<file path="config.mk">
export PLATFORM = sky130hd
export DESIGN_NAME = sid_frame_writer
export DESIGN_NICKNAME = d
export VERILOG_FILES = /design/src/rtl/sid_frame_writer.sv
export SDC_FILE = /design/constraint.sdc
export NUM_CORES = 1
export LEC_CHECK = 0
export CORE_ASPECT_RATIO = 1.5
export CORE_MARGIN = 8
export CORE_UTILIZATION = 35
export CTS_CLUSTER_DIAMETER = 80
export DETAILED_ROUTE_END_ITERATION = 10
export HOLD_SLACK_MARGIN = 0.12
export PLACE_DENSITY = 0.6
export SETUP_SLACK_MARGIN = 0.02
export SYNTH_ARGS = -nofsm -noshare
export SYNTH_HDL_FRONTEND = slang
export SYNTH_SLANG_ARGS = --single-unit
export TNS_END_PERCENT = 30
</file>
<file path="constraint.sdc">
create_clock -name clk -period 9 [get_ports clk]
set_input_delay 1.8 -clock clk [delete_from_list [all_inputs] [get_ports clk]]
set_output_delay 1.8 -clock clk [all_outputs]
set_load 0.05 [all_outputs]
</file>
<file path="src/rtl/sid_frame_writer.sv">
// Reads each completed register frame from the frame RAM, skips registers that match the
// shadow copy, and replays the changed ones onto the SID bus as phi2-aligned write cycles.
module sid_frame_writer #(
    parameter int CLK_DIV    = 16,
    parameter int NUM_REGS   = 25,
    parameter int RST_CYCLES = 16
) (
    input  logic       clk,
    input  logic       rst_n,
    input  logic       frame_rdy,
    output logic [4:0] ram_addr,
    input  logic [7:0] ram_out,
    output logic       busy,
    output logic       overrun,
    output logic       sid_clk,
    output logic [4:0] sid_addr,
    output logic [7:0] sid_data,
    output logic       sid_cs,
    output logic       sid_rw,
    output logic       sid_rst
);
    localparam int DW = $clog2(CLK_DIV);
    localparam int RW = $clog2(RST_CYCLES + 1);
    localparam logic [DW-1:0] DIV_LAST = DW'(CLK_DIV - 1);
    localparam logic [DW-1:0] DIV_HALF = DW'(CLK_DIV / 2);
    localparam logic [RW-1:0] RST_LAST = RW'(RST_CYCLES - 1);
    localparam logic [4:0]    REG_LAST = 5'(NUM_REGS - 1);

    typedef enum logic [2:0] {IDLE, FETCH, CMP, WAIT_EDGE, WRITE} state_t;

    state_t state_reg, state_next;

    logic [DW-1:0] div_reg, div_next;
    logic          sid_clk_reg;
    logic          sid_posedge;
    logic [RW-1:0] rst_cnt_reg;
    logic          sid_rst_reg;

    logic [4:0] reg_cnt_reg, reg_cnt_next;
    logic [7:0] wr_data_reg, wr_data_next;
    logic       pending_reg, pending_next;
    logic       force_all_reg, force_all_next;
    logic [4:0] ram_addr_reg, ram_addr_next;
    logic [4:0] sid_addr_reg, sid_addr_next;
    logic [7:0] sid_data_reg, sid_data_next;
    logic       sid_cs_reg, sid_cs_next;
    logic       sid_rw_reg, sid_rw_next;
    logic       busy_reg, busy_next;
    logic       overrun_reg, overrun_next;
    logic       shadow_we;
    logic       advance;
    logic       frame_req;

    logic [NUM_REGS-1:0][7:0] last_frame;

    // Phi2 is registered from the next divider count so it stays aligned with div_reg.
    assign div_next    = (div_reg == DIV_LAST) ? '0 : div_reg + DW'(1);
    assign sid_posedge = (div_reg == '0);

    always_ff @(posedge clk) begin
        if (!rst_n) begin
            div_reg     <= '0;
            sid_clk_reg <= 1'b1;
        end else begin
            div_reg     <= div_next;
            sid_clk_reg <= (div_next < DIV_HALF);
        end
    end

    always_ff @(posedge clk) begin
        if (!rst_n) begin
            rst_cnt_reg <= '0;
            sid_rst_reg <= 1'b0;
        end else if (!sid_rst_reg && sid_posedge) begin
            if (rst_cnt_reg == RST_LAST) begin
                sid_rst_reg <= 1'b1;
            end else begin
                rst_cnt_reg <= rst_cnt_reg + RW'(1);
            end
        end
    end

    genvar gi;
    generate
        for (gi = 0; gi < NUM_REGS; gi++) begin : g_shadow
            logic [7:0] entry_reg;
            always_ff @(posedge clk) begin
                if (!rst_n) begin
                    entry_reg <= '0;
                end else if (shadow_we && reg_cnt_reg == 5'(gi)) begin
                    entry_reg <= wr_data_reg;
                end
            end
            assign last_frame[gi] = entry_reg;
        end
    endgenerate

    always_ff @(posedge clk) begin
        if (!rst_n) begin
            state_reg     <= IDLE;
            reg_cnt_reg   <= '0;
            wr_data_reg   <= '0;
            pending_reg   <= 1'b0;
            force_all_reg <= 1'b1;
            ram_addr_reg  <= '0;
            sid_addr_reg  <= '0;
            sid_data_reg  <= '0;
            sid_cs_reg    <= 1'b1;
            sid_rw_reg    <= 1'b1;
            busy_reg      <= 1'b0;
            overrun_reg   <= 1'b0;
        end else begin
            state_reg     <= state_next;
            reg_cnt_reg   <= reg_cnt_next;
            wr_data_reg   <= wr_data_next;
            pending_reg   <= pending_next;
            force_all_reg <= force_all_next;
            ram_addr_reg  <= ram_addr_next;
            sid_addr_reg  <= sid_addr_next;
            sid_data_reg  <= sid_data_next;
            sid_cs_reg    <= sid_cs_next;
            sid_rw_reg    <= sid_rw_next;
            busy_reg      <= busy_next;
            overrun_reg   <= overrun_next;
        end
    end

    always_comb begin
        state_next     = state_reg;
        reg_cnt_next   = reg_cnt_reg;
        wr_data_next   = wr_data_reg;
        pending_next   = pending_reg;
        force_all_next = force_all_reg;
        ram_addr_next  = ram_addr_reg;
        sid_addr_next  = sid_addr_reg;
        sid_data_next  = sid_data_reg;
        sid_cs_next    = sid_cs_reg;
        sid_rw_next    = sid_rw_reg;
        overrun_next   = 1'b0;
        shadow_we      = 1'b0;
        advance        = 1'b0;
        // Frames are not accepted while the SID chip is still held in reset.
        frame_req      = frame_rdy && sid_rst_reg;

        case (state_reg)
            IDLE: begin
                if (frame_req || pending_reg) begin
                    state_next    = FETCH;
                    reg_cnt_next  = '0;
                    ram_addr_next = '0;
                    // A new request landing on top of a pending one stays buffered.
                    pending_next  = pending_reg && frame_req;
                end
            end
            FETCH: begin
                state_next = CMP;
            end
            CMP: begin
                if (force_all_reg || ram_out != last_frame[reg_cnt_reg]) begin
                    wr_data_next = ram_out;
                    state_next   = WAIT_EDGE;
                end else begin
                    advance = 1'b1;
                end
            end
            WAIT_EDGE: begin
                if (sid_posedge) begin
                    sid_addr_next = reg_cnt_reg;
                    sid_data_next = wr_data_reg;
                    sid_cs_next   = 1'b0;
                    sid_rw_next   = 1'b0;
                    state_next    = WRITE;
                end
            end
            WRITE: begin
                if (sid_posedge) begin
                    sid_cs_next = 1'b1;
                    sid_rw_next = 1'b1;
                    shadow_we   = 1'b1;
                    advance     = 1'b1;
                end
            end
            default: state_next = IDLE;
        endcase

        if (advance) begin
            if (reg_cnt_reg == REG_LAST) begin
                force_all_next = 1'b0;
                state_next     = IDLE;
            end else begin
                reg_cnt_next  = reg_cnt_reg + 5'd1;
                ram_addr_next = reg_cnt_reg + 5'd1;
                state_next    = FETCH;
            end
        end

        if (state_reg != IDLE && frame_req) begin
            if (pending_reg) begin
                overrun_next = 1'b1;
            end else begin
                pending_next = 1'b1;
            end
        end

        busy_next = (state_next != IDLE);
    end

    assign ram_addr = ram_addr_reg;
    assign busy     = busy_reg;
    assign overrun  = overrun_reg;
    assign sid_clk  = sid_clk_reg;
    assign sid_addr = sid_addr_reg;
    assign sid_data = sid_data_reg;
    assign sid_cs   = sid_cs_reg;
    assign sid_rw   = sid_rw_reg;
    assign sid_rst  = sid_rst_reg;

endmodule

</file>
== Word-level counts from Yosys, hierarchy flattened ==
Cells that the tools add are included.

* Register bits: 250
* Bits of input ports: 11
* Output and inout port bits: 24
* Logic and storage cells: 153

* Add/sub/neg operators: 3
* $lt $le $gt $ge: 2
* Eq/ne operators: 33
* Mux-type cells: 29
* Bitwise operators: 1
* Reductions and logical operators: 45

{| class="wikitable"
|+ Operators with widths
! operator !! count
|-
| $eq 5x4->1 const B || 9
|-
| $eq 5x5->1 const B || 9
|-
| $bmux 8 s5 || 1
|-
| $mux 5 || 8
|-
| $logic_and 1x1->1 || 29
|-
| $eq 5x3->1 const B || 4
|-
| $pmux 3 s5 || 1
|-
| $mux 3 || 4
|-
| $reduce_and 2->1 || 6
|-
| $mux 1 || 11
|-
| $add 5x1->5 const B || 2
|-
| $eq 5x2->1 const B || 2
|-
| $mux 8 || 1
|-
| $ne 8x8->1 || 1
|-
| $eq 3x2->1 const B || 2
|-
| $lt 5x6->1 const B || 1
|-
| $reduce_bool 3->1 || 2
|-
| $eq 5x1->1 const B || 1
|-
| $logic_not 5->1 || 1
|-
| $add 4x1->4 const B || 1
|-
| $eq 4x4->1 const B || 1
|-
| $logic_not 4->1 || 1
|-
| $lt 4x4->1 const B || 1
|-
| $mux 4 || 1
|-
| 10 further kinds || 13
|}

== Depth between registers and ports, before layout ==
Gate-level depths: netlist of run 1.

* Depth after elaboration: 8
* Depth in mapped cells: 14
* Mapped depth without buffers: 9

== Worst setup path before layout of run 1 ==
No wires, ideal clock.

* Path type: input-to-reg
* Start: input port ram_out[3]
* End: register reg_cnt_reg[3]
* Setup time: 79 ps
* Arrival: 3635 ps
* Required time: 8921 ps
* Path slack: 5286 ps
* Stages: 8
* Path buffers: 0
* Path through: and2_1 a32o_1 a311oi_1 or4_4 nor4_4 nand2_1 or4_1 o211ai_1

* Cells in the longest elaborated chain, start to end: 5

{| class="wikitable"
|+ Ends and longest elaborated chain
! element !! RTL line !! source
|-
| from (decl) || 12 || <nowiki>input logic [7:0] ram_out,</nowiki>
|-
| $ne 8x8->1 || 159 || <nowiki>if (force_all_reg || ram_out != last_frame[reg_cnt_reg]) begin</nowiki>
|-
| $logic_or 1x1->1 || 159 ||
|-
| $mux 1 || 159 ||
|-
| $pmux 1 s2 || 145 || <nowiki>case (state_reg)</nowiki>
|-
| $mux 5 || 186 || <nowiki>if (advance) begin</nowiki>
|-
| to (signal assigned) || 114 || <nowiki>reg_cnt_reg <= reg_cnt_next;</nowiki>
|-
| to (decl) || 39 || <nowiki>logic [4:0] reg_cnt_reg, reg_cnt_next;</nowiki>
|}

Every way passes these cells.
A chain may end at the register's enable or synchronous reset.

== Worst setup path after layout of run 1 ==
* Start: register reg_cnt_reg[3]
* End: register reg_cnt_reg[2]

* Cells in the longest elaborated chain, start to end: 7
* Elaborated cells between the ends (all ways): 9
* Those cells by class: eq/ne: 2; mux: 6; reduce/logical: 1

{| class="wikitable"
|+ Ends and longest elaborated chain
! element !! RTL line
|-
| $bmux 8 s5 || 159
|-
| $mux 8 (implied by the code) || 159
|-
| $ne 8x8->1 || 159
|-
| $logic_or 1x1->1 || 159
|-
| $mux 1 || 159
|-
| $pmux 1 s2 || 145
|-
| $mux 5 (*) || 186
|}

Every way passes the cells marked *; elsewhere a longest branch is shown, timed or not. The select of a mux whose other input is x is not followed.

==> results of run 1 <==
-- metrics by stage --
stage	instance area [um^2]	power (W)	setup WS, ps	hold WS (ps)	instances
2_1_floorplan	11200	0.00117	5290	432	1300
3_3_place_gp	11800	0.00118	4450	439	1662
3_5_place_dp	11800	0.00118	4410	445	1662
4_1_cts	12600	0.00216	4550	453	1702
5_1_grt	12600	0.00221	4320	471	1702
6_report	12600	0.00214	4500	450	1702
-- layout by cell type (no fill, tap or decap), types with 3 or more instances in the layout --
| cell type | count |
|---|---|
| a211oi_1 | 7 |
| a21oi_1 | 171 |
| a22oi_1 | 8 |
| a311oi_1 | 3 |
| a31oi_1 | 5 |
| and2_1 | 9 |
| and3_1 | 7 |
| and4_1 | 3 |
| buf_4 | 27 |
| clkbuf_1 | 7 |
| clkbuf_16 | 23 |
| clkbuf_8 | 4 |
| clkdlybuf4s50_1 | 34 |
| dfxtp_1 | 246 |
| dfxtp_2 | 4 |
| ha_1 | 9 |
| inv_1 | 5 |
| inv_2 | 3 |
| mux2_1 | 4 |
| mux2_2 | 8 |
| mux2i_1 | 105 |
| mux4_2 | 27 |
| nand2_1 | 215 |
| nand2b_1 | 6 |
| nand3_1 | 93 |
| nor2_1 | 102 |
| nor2b_1 | 6 |
| nor3_1 | 4 |
| o21ai_0 | 67 |
| o21ai_1 | 7 |
| o22ai_1 | 7 |
| or2_2 | 4 |
| or3_1 | 3 |
| xnor2_1 | 7 |
| xor2_1 | 4 |
-- layer usage --
layer	vias to the layer above	routed length [um]	GRT usage
li1	4488	-	-
met1	4551	13600	0.204
met2	261	17600	0.314
met3	85	1590	0.0215
met4	0	1580	0.0895
met5	-	0	0
-- cell type report --
class | count | area (um^2)
tap | 410 | 513
timing repair buffer | 61 | 543
fill | 3193 | 19100
clock buffer | 34 | 657
sequential | 250 | 5010
multi-input combinational | 931 | 5710
clock inverter | 6 | 86.3
inverter | 10 | 42.5
-- how the worst max path moves through the flow --
stage	end	cells after the start
after CTS	reg_cnt_reg[2]	10
after global routing	reg_cnt_reg[2]	10
after floorplan	reg_cnt_reg[3]	8
after detailed placement	reg_cnt_reg[2]	7
after global placement	reg_cnt_reg[1]	7
final	reg_cnt_reg[2]	10
-- worst max-delay path, delay by kind of cell, from the launching register on --
family                 cells  cell delay, ps
AO/OA/AOI/OAI              2            1510
AND/OR/NAND/NOR            4             790
multiplexers               2             770
buffers and inverters      1             660
flip-flops                 1             380
XOR/XNOR                   1             200
-- cell families after synthesis --
| kind of cell | count (synthesis) |
|---|---|
| adder cells (fa/ha/maj) | 10 |
| AO/OA/AOI/OAI | 300 |
| XOR/XNOR | 11 |
| AND/OR/NAND/NOR | 466 |
| buffers and inverters | 119 |
| multiplexers | 144 |
| flip-flops | 250 |
-- power groups by stage --
stage               clock network (W)  registers, W   logic, W
finish                       0.000989       0.00111  0.0000421
global route                  0.00105       0.00111  0.0000464
CTS                           0.00101       0.00111  0.0000422
detailed placement                  0       0.00114  0.0000420
global placement                    0       0.00114  0.0000416
floorplan                           0       0.00114  0.0000288
==> summary.txt, run 1 <==
GRT Util Overall: 0.177
CTS Root Cell: clkbuf_16
Final number of hold-violating endpoints: 0
Unrepaired setup endpoints after global routing: false
CTS buffer count: 23
Synth area leaders: dfxtp_1, mux2i_1, a21oi_1
Clk pin slew, worst setup/hold paths: 60 ps
Max reg flops: 200
Slowest cell delay on critical path: 810 ps
PD cells: 171 nW/um^2
Avg Synthesized Cell Area: 8.61 um^2
Internal power: 0.00168 W
Skew final: 13.1 ps
Routed len/inst: 20.2 um
Die Height: 235 um
Most frequent CP cell: nor2_1
Synth Net Count: 1,320
Adder-Cell Fraction of Synth Area: 0.0110
Largest net degree at the start of global routing: 87
DRT iter0 DRCs: 661
PortBufs: 34
Max IR drop VDD: 0.156 mV
Seq pwr share: 0.519
Sink Count: 250
CP max-delay cell: o21ai_1
Setup violators final: 0
Critical path type: flip-flop to flip-flop
Sequential cell area fraction in the yosys report: 0.447
Max Cap Viol: 0
Synth Area in Compound Gates: 0.148
Seq cells post-synth: 250
WP data arrival: 4940 ps
Worst Setup SP: reg_cnt_reg[3]
Synth area leader: dfxtp_1
R2R Setup Slk: 4500 ps
Antenna diodes: 0
Clock power share: 0.461
Worst-margin pin slew: 1070 ps
DR pass1 iterations: 5
Post-CTS Setup Inserts: 0
Synthesized area: 11,200 um^2
Worst Setup Start Kind: flip-flop
FFs w/ async S/R, synth: 0
Combinational cell fraction of total power: 0.020
First-pass GRT wire length: 53.8 mm
Multiplexer area fraction after synthesis: 0.160
DRC Markers: 0
Synthesized-area fraction occupied by and/or/nand/nor cells: 0.182
Max-slew violation count: 0
Final core utilization: 0.397
Wirelength, routed: 34.4 mm
Antenna Nets Post-Route: 0
Routed vias: 9,385
Main combinational cell family by area after synthesis: simple AND/OR/NAND/NOR gates
Synth Instances: 1,300
Worst Hold Path EP: g_shadow[15].entry_reg[7]
Number of flops mapped to enable cells by yosys: 0
Placeable Area: 31,600 um^2
Final period utilization: 0.500
Post-Synth XOR/XNOR Area: 0.00861
R2R depth: 10
# nets final: 1,297
H-tree levels: 1
Synth warn: 0
Post_cts resized: 0
Fin Setup TNS: 0 ps
Yosys cell types: 63
Most frequent cell after synthesis: dfxtp_1
Final Critical Period: 4500 ps
CTS Hold Buffers Added: 0
Commonest cells in the netlist: dfxtp_1, nand2_1, a21oi_1, mux2i_1, nor2_1
Chip width: 162 um
Worst-Skew Late Latency: 520 ps
# IOs: 35
Sw frac: 0.214
Reg2Reg Capture Point: reg_cnt_reg[2]
Crit-path cells: buf_4 > mux4_2 > nor2_1 > a2111oi_0 > nor3_1 > xnor2_1 > or4_1 > o21ai_1 > mux2_1 > nor2_1
Initial Util: 0.354
Die area: 38,100 um^2
Hold wc startpoint: g_shadow[15].entry_reg[7]
Share of layout cells above drive strength 1: 0.0882
Initial antenna violation count: 0
Pleak: 4.09 nW
Grt ovf: 0
Maximum clock rate: 0.222 GHz
Required time worst endpoint: 9440 ps
Area growth, synth to finish: 12.2%
Hold path cells: 2
Top cell type's share of synthesized area: 0.447
Max clock buf depth: 3
Hold Path Class: flip-flop to flip-flop
Routed vias/inst: 5.51
R2R Path Start: reg_cnt_reg[3]
NetSw: 0.000459 W
Main synth FF type: dfxtp_1
Max-Slew Margin vs Limit: 0.286
Crit. End Element: flip-flop
Post-DP HPWL: 22.1 mm
Critical path peak fanout: 53
Status: finished clean
CTS tree: done
Gp weighted congestion: 0.916
FP Rows: 80
Number of global-route vias before repair: 9,147
No activity file was read; power rests on OpenSTA's default activity.
==> run 2, diff against run 1 <==
==> constraint.sdc (replaced) <==
create_clock -name clk -period 4.2 [get_ports clk]
set_input_delay 0.84 -clock clk [delete_from_list [all_inputs] [get_ports clk]]
set_output_delay 0.84 -clock clk [all_outputs]
set_load 0.05 [all_outputs]
==> run 2 against run 1 <==
Compared with the run above: global-route usage up 0.45 points; routed wire length is 2.2% higher; critical endpoint unchanged; sequential share of layout area shrank 0.68 points; count of clock-buffer cells in the layout is 4 lower; utilization grew 0.69 points; largest power group unchanged; register-to-register slack got worse by 4100 ps; power is 120% higher.
==> summary.txt, run 2 (synthesized netlist as in run 1, its figures left out) <==
Status: finished clean
# nets final: 1,317 (+1.5%)
Die Height: 235 um (unchanged)
CTS Root Cell: clkbuf_16
Max-Slew Margin vs Limit: 0.347 (+0.0607)
Sink Count: 250 (unchanged)
Number of global-route vias before repair: 9,074 (-0.80%)
Final period utilization: 0.901 (+0.401)
CTS buffer count: 23 (unchanged)
Busiest grt layer: met2
Post-CTS Setup Inserts: 0 (unchanged)
Critical path type: flip-flop to flip-flop
Antenna Nets Post-Route: 0 (unchanged)
Wirelength, routed: 35.1 mm (+2.2%)
FP Rows: 80 (unchanged)
DR pass1 iterations: 5 (unchanged)
Internal power: 0.00369 W (+120%)
Post_cts resized: 0 (unchanged)
NetSw: 0.000994 W (+120%)
Largest net degree at the start of global routing: 88 (+1.1%)
Post-DP HPWL: 23.9 mm (+8.4%)
Hold_ws: 455 ps (+4.62 ps)
Crit. End Element: flip-flop
Initial Util: 0.354 (unchanged)
Final number of hold-violating endpoints: 0 (unchanged)
Die area: 38,100 um^2 (unchanged)
DRT iter0 DRCs: 684 (+3.5%)
Max IR drop VDD: 0.224 mV (+44%)
Routed vias: 9,505 (+1.3%)
Worst-Skew Late Latency: 520 ps (about the same)
Critical path peak fanout: 20 (-62%)
Sw frac: 0.212 (-0.00160)
Worst Setup Start Kind: flip-flop
Combinational cell fraction of total power: 0.020 (about the same)
Placeable Area: 31,600 um^2 (unchanged)
H-tree levels: 1 (unchanged)
Unrepaired setup endpoints after global routing: false
Seq pwr share: 0.509 (-0.010)
Hold Path Class: flip-flop to flip-flop
CTS tree: done
Final core utilization: 0.404 (+0.00688)
Clock power share: 0.470 (+0.009)
CTS Hold Buffers Added: 0 (unchanged)
Max clock buf depth: 3 (unchanged)
Routing usage on met2: 0.315 (about the same)
Commonest non-fill, non-tap cell in the layout: dfxtp_1
Met1 Use GR: 0.207 (+0.00266)
WP data arrival: 4230 ps (-710 ps)
Pleak: 4.23 nW (+3.3%)
Maximum clock rate: 0.264 GHz (+19%)
PD cells: 366 nW/um^2 (+110%)
Fin Setup TNS: 0 ps (unchanged)
Max reg flops: 200 (unchanged)
Gp weighted congestion: 0.923 (+0.79%)
PortBufs: 34 (unchanged)
Skew final: 9.73 ps (-3.37 ps)
Antenna diodes: 0 (unchanged)
DRC Markers: 0 (unchanged)
Most frequent cells in the layout: dfxtp_1, nand2_1, a21oi_1
Routed vias/inst: 5.52 (about the same)
Final Critical Period: 3780 ps (-717 ps)
Max-slew violation count: 0 (unchanged)
Chip width: 162 um (unchanged)
Area growth, synth to finish: 14.2%
Clk pin slew, worst setup/hold paths: 70 ps (about the same)
First-pass GRT wire length: 54.1 mm (+0.64%)
Share of layout cells above drive strength 1: 0.104 (+0.0153)
Worst-margin pin slew: 978 ps (-89.1 ps)
Grt ovf: 0 (unchanged)
Max Cap Viol: 0 (unchanged)
Setup violators final: 0 (unchanged)
Required time worst endpoint: 4650 ps (-4790 ps)
# IOs: 35 (unchanged)
Routed len/inst: 20.4 um (+0.94%)
GRT Util Overall: 0.182 (+0.00452)
GR met3 Demand/Resource: 0.0205 (-0.00105)
Initial antenna violation count: 0 (unchanged)
run 2: power groups by stage:
stage                     Sequential [W]  Combinational (W)  Clock [W]
after floorplan                  0.00244          0.0000616          0
after global placement           0.00244          0.0000933          0
after detailed placement         0.00244          0.0000937          0
after CTS                        0.00238          0.0000943    0.00225
after global routing             0.00238           0.000103    0.00234
final                            0.00238          0.0000943    0.00220
run 2: routing by layer:
metal | up-vias | wire [um]
li1 | 4532 | -
met1 | 4561 | 13500
met2 | 299 | 17500
met3 | 113 | 1730
met4 | 0 | 2300
met5 | - | 0
run 2: worst paths after layout:
path / startpoint / end / slack [ps] / cells past startpoint
worst max-delay path: reg_cnt_reg[3] / reg_cnt_reg[2] / 420 / 11
worst min-delay path: sid_data[6] / sid_data[6] / 450 / 2
worst max register to register: reg_cnt_reg[3] / reg_cnt_reg[2] / 420 / 11
worst min register to register: sid_data[6] / sid_data[6] / 450 / 2
run 2: critical path, stage by stage (launching register included):
cell and delay, ps:
dfxtp_2 710, buf_4 350, mux4_2 240, nor2_1 60, a2111oi_0 690, nor3_1 150
xnor2_1 220, or4_1 500, o21ai_1 160, buf_4 210, mux2_1 340, nor2_1 80
run 2: per-stage QoR:
| stage | instance area (um^2) | power [W] | instances | worst slack (ps) |
|---|---|---|---|---|
| 2_1_floorplan | 11200 | 0.00250 | 1300 | 909 |
| 3_3_place_gp | 12000 | 0.00253 | 1682 | 489 |
| 3_5_place_dp | 12000 | 0.00253 | 1682 | 475 |
| 4_1_cts | 12800 | 0.00473 | 1723 | 450 |
| 5_1_grt | 12800 | 0.00483 | 1723 | 162 |
| 6_report | 12800 | 0.00468 | 1723 | 416 |
run 2: area by class of cell:
type                            instances  area, um^2
Sequential cell                       250        5010
Inverter                               10        42.5
Clock buffer                           30         612
Timing Repair Buffer                   81         731
Clock inverter                         11         161
Fill cell                            3174       18800
Multi-Input combinational cell        931        5710
Tap cell                              410         513
==> run 3, diff against run 2 <==
--- a/config.mk
+++ b/config.mk
@@ -6,7 +6,6 @@
 export NUM_CORES = 1
 export LEC_CHECK = 0
 export CORE_ASPECT_RATIO = 1.5
-export CORE_MARGIN = 8
 export CORE_UTILIZATION = 35
 export CTS_CLUSTER_DIAMETER = 80
 export DETAILED_ROUTE_END_ITERATION = 10
==> run 3 against run 2 <==
Compared with the run above: hold slack lost 4.8 ps; final cell count shrank 0.41%; critical path depth is the same; register-to-register slack gained 40 ps; clock skew grew 1.9 ps; count of clock-buffer cells in the layout grew 7; non-clock buffer count shrank 3; power shrank 1.3%; utilization grew 0.36 points; combinational power is essentially flat; sequential share of layout area grew 0.16 points; first-iteration DRC count grew 1.9%.
==> summary.txt, run 3 (synthesized netlist as in run 1, its figures left out) <==
Status: finished clean
Die area: 32,700 um^2 (-14%)
Initial antenna violation count: 0 (unchanged)
Commonest non-fill, non-tap cell in the layout: dfxtp_1
Wirelength, routed: 34.8 mm (-0.77%)
DRT iter0 DRCs: 697 (+1.9%)
PortBufs: 34 (unchanged)
Clk pin slew, worst setup/hold paths: 60 ps (about the same)
Hold Path Class: flip-flop to flip-flop
Area growth, synth to finish: 13.8%
Maximum clock rate: 0.267 GHz (+1.1%)
Largest net degree at the start of global routing: 76 (-14%)
Most frequent cells in the layout: dfxtp_1, nand2_1, a21oi_1
Antenna diodes: 0 (unchanged)
FP Rows: 79 (-1.3%)
Setup violators final: 0 (unchanged)
Hold wc startpoint: g_shadow[15].entry_reg[7]
Sink Count: 250 (unchanged)
Pleak: 4.21 nW (-0.29%)
Busiest grt layer: met2
Final Critical Period: 3740 ps (-39.6 ps)
DR pass1 iterations: 5 (unchanged)
Max clock buf depth: 3 (unchanged)
Placeable Area: 31,200 um^2 (-1.2%)
# nets final: 1,315 (-0.15%)
Required time worst endpoint: 4660 ps (about the same)
Post-CTS Setup Inserts: 0 (unchanged)
Final period utilization: 0.891 (-0.00944)
# IOs: 35 (unchanged)
PD cells: 363 nW/um^2 (-0.90%)
Chip width: 148 um (-8.6%)
Number of global-route vias before repair: 9,140 (+0.73%)
Final number of hold-violating endpoints: 0 (unchanged)
Max-Slew Margin vs Limit: 0.435 (+0.0888)
Worst Setup SP: reg_cnt_reg[3]
Initial Util: 0.358 (+0.00448)
Skew final: 11.6 ps (+1.91 ps)
Worst-margin pin slew: 847 ps (-131 ps)
Unrepaired setup endpoints after global routing: false
H-tree levels: 1 (unchanged)
Max IR drop VDD: 0.243 mV (+8.3%)
CTS Root Cell: clkbuf_16
Routed vias/inst: 5.54 (+0.41%)
Antenna Nets Post-Route: 0 (unchanged)
Gp weighted congestion: 0.945 (+2.4%)
Post-DP HPWL: 23.1 mm (-3.3%)
Crit. End Element: flip-flop
GRT Util Overall: 0.213 (+0.0314)
Routed len/inst: 20.3 um (-0.37%)
CTS buffer count: 24 (+4.3%)
Final core utilization: 0.408 (+0.00359)
Routing usage on met2: 0.370 (+0.0559)
Met1 Use GR: 0.257 (+0.0497)
R2R Path Start: reg_cnt_reg[3]
Max Cap Viol: 0 (unchanged)
Worst Setup Start Kind: flip-flop
GR met3 Demand/Resource: 0.0184 (-0.00213)
Hold_ws: 450 ps (-4.78 ps)
Fin Setup TNS: 0 ps (unchanged)
DRC Markers: 0 (unchanged)
CTS Hold Buffers Added: 0 (unchanged)
Routed vias: 9,505 (unchanged)
Post_cts resized: 0 (unchanged)
Die Height: 221 um (-6.0%)
Grt ovf: 0 (unchanged)
Max-slew violation count: 0 (unchanged)
CTS tree: done
First-pass GRT wire length: 54.3 mm (+0.33%)
Max reg flops: 200 (unchanged)
Critical path peak fanout: 24 (+20%)
Critical path type: flip-flop to flip-flop
WP data arrival: 4200 ps (-30 ps)
Worst-Skew Late Latency: 540 ps (+20 ps)
Share of layout cells above drive strength 1: 0.104 (+0.000158)
run 3: path summary, 6_finish.rpt:
check                                                  to  cells past startpoint  slack [ps]
worst max-delay path                       reg_cnt_reg[2]                     11         460
worst min-delay path            g_shadow[15].entry_reg[7]                      2         450
worst max register to register             reg_cnt_reg[2]                     11         460
worst min register to register  g_shadow[15].entry_reg[7]                      2         450
run 3: final cells by class:
class	count	area, um^2
Multi-Input combinational cell	931	5710
Inverter	10	42.5
Clock buffer	37	741
Timing Repair Buffer	78	696
Clock inverter	5	25.0
Fill cell	3113	18500
Tap cell	405	507
Sequential cell	250	5010
run 3: through the flow:
step / total power (W) / instances / instance area (um^2) / setup slack [ps]
2_1_floorplan: 0.00250 / 1300 / 11200 / 909
3_3_place_gp: 0.00253 / 1674 / 12000 / 468
3_5_place_dp: 0.00253 / 1674 / 12000 / 505
4_1_cts: 0.00466 / 1716 / 12700 / 468
5_1_grt: 0.00476 / 1716 / 12700 / 253
6_report: 0.00462 / 1716 / 12700 / 456
run 3: power by group:
part | switching [W] | total (W) | internal (W)
clock network | 0.000933 | 0.00214 | 0.00121
logic | 0.0000645 | 0.0000946 | 0.0000301
registers | 0.00000648 | 0.00238 | 0.00238
run 3: critical path, stage by stage (launching register included):
cell       delay, ps
dfxtp_2          730
buf_4            360
mux4_2           220
nor2_1            50
a2111oi_0        620
nor3_1           140
xnor2_1          200
or4_1            520
o21ai_1          160
buf_4            210
mux2_1           340
nor2_1            90
run 3: per-layer routing:
metal | share of wire | vias up | routed length [um]
li1 | - | 4525 | -
met1 | 0.40 | 4645 | 14100
met2 | 0.50 | 255 | 17600
met3 | 0.040 | 80 | 1390
met4 | 0.051 | 0 | 1790
met5 | 0 | - | 0
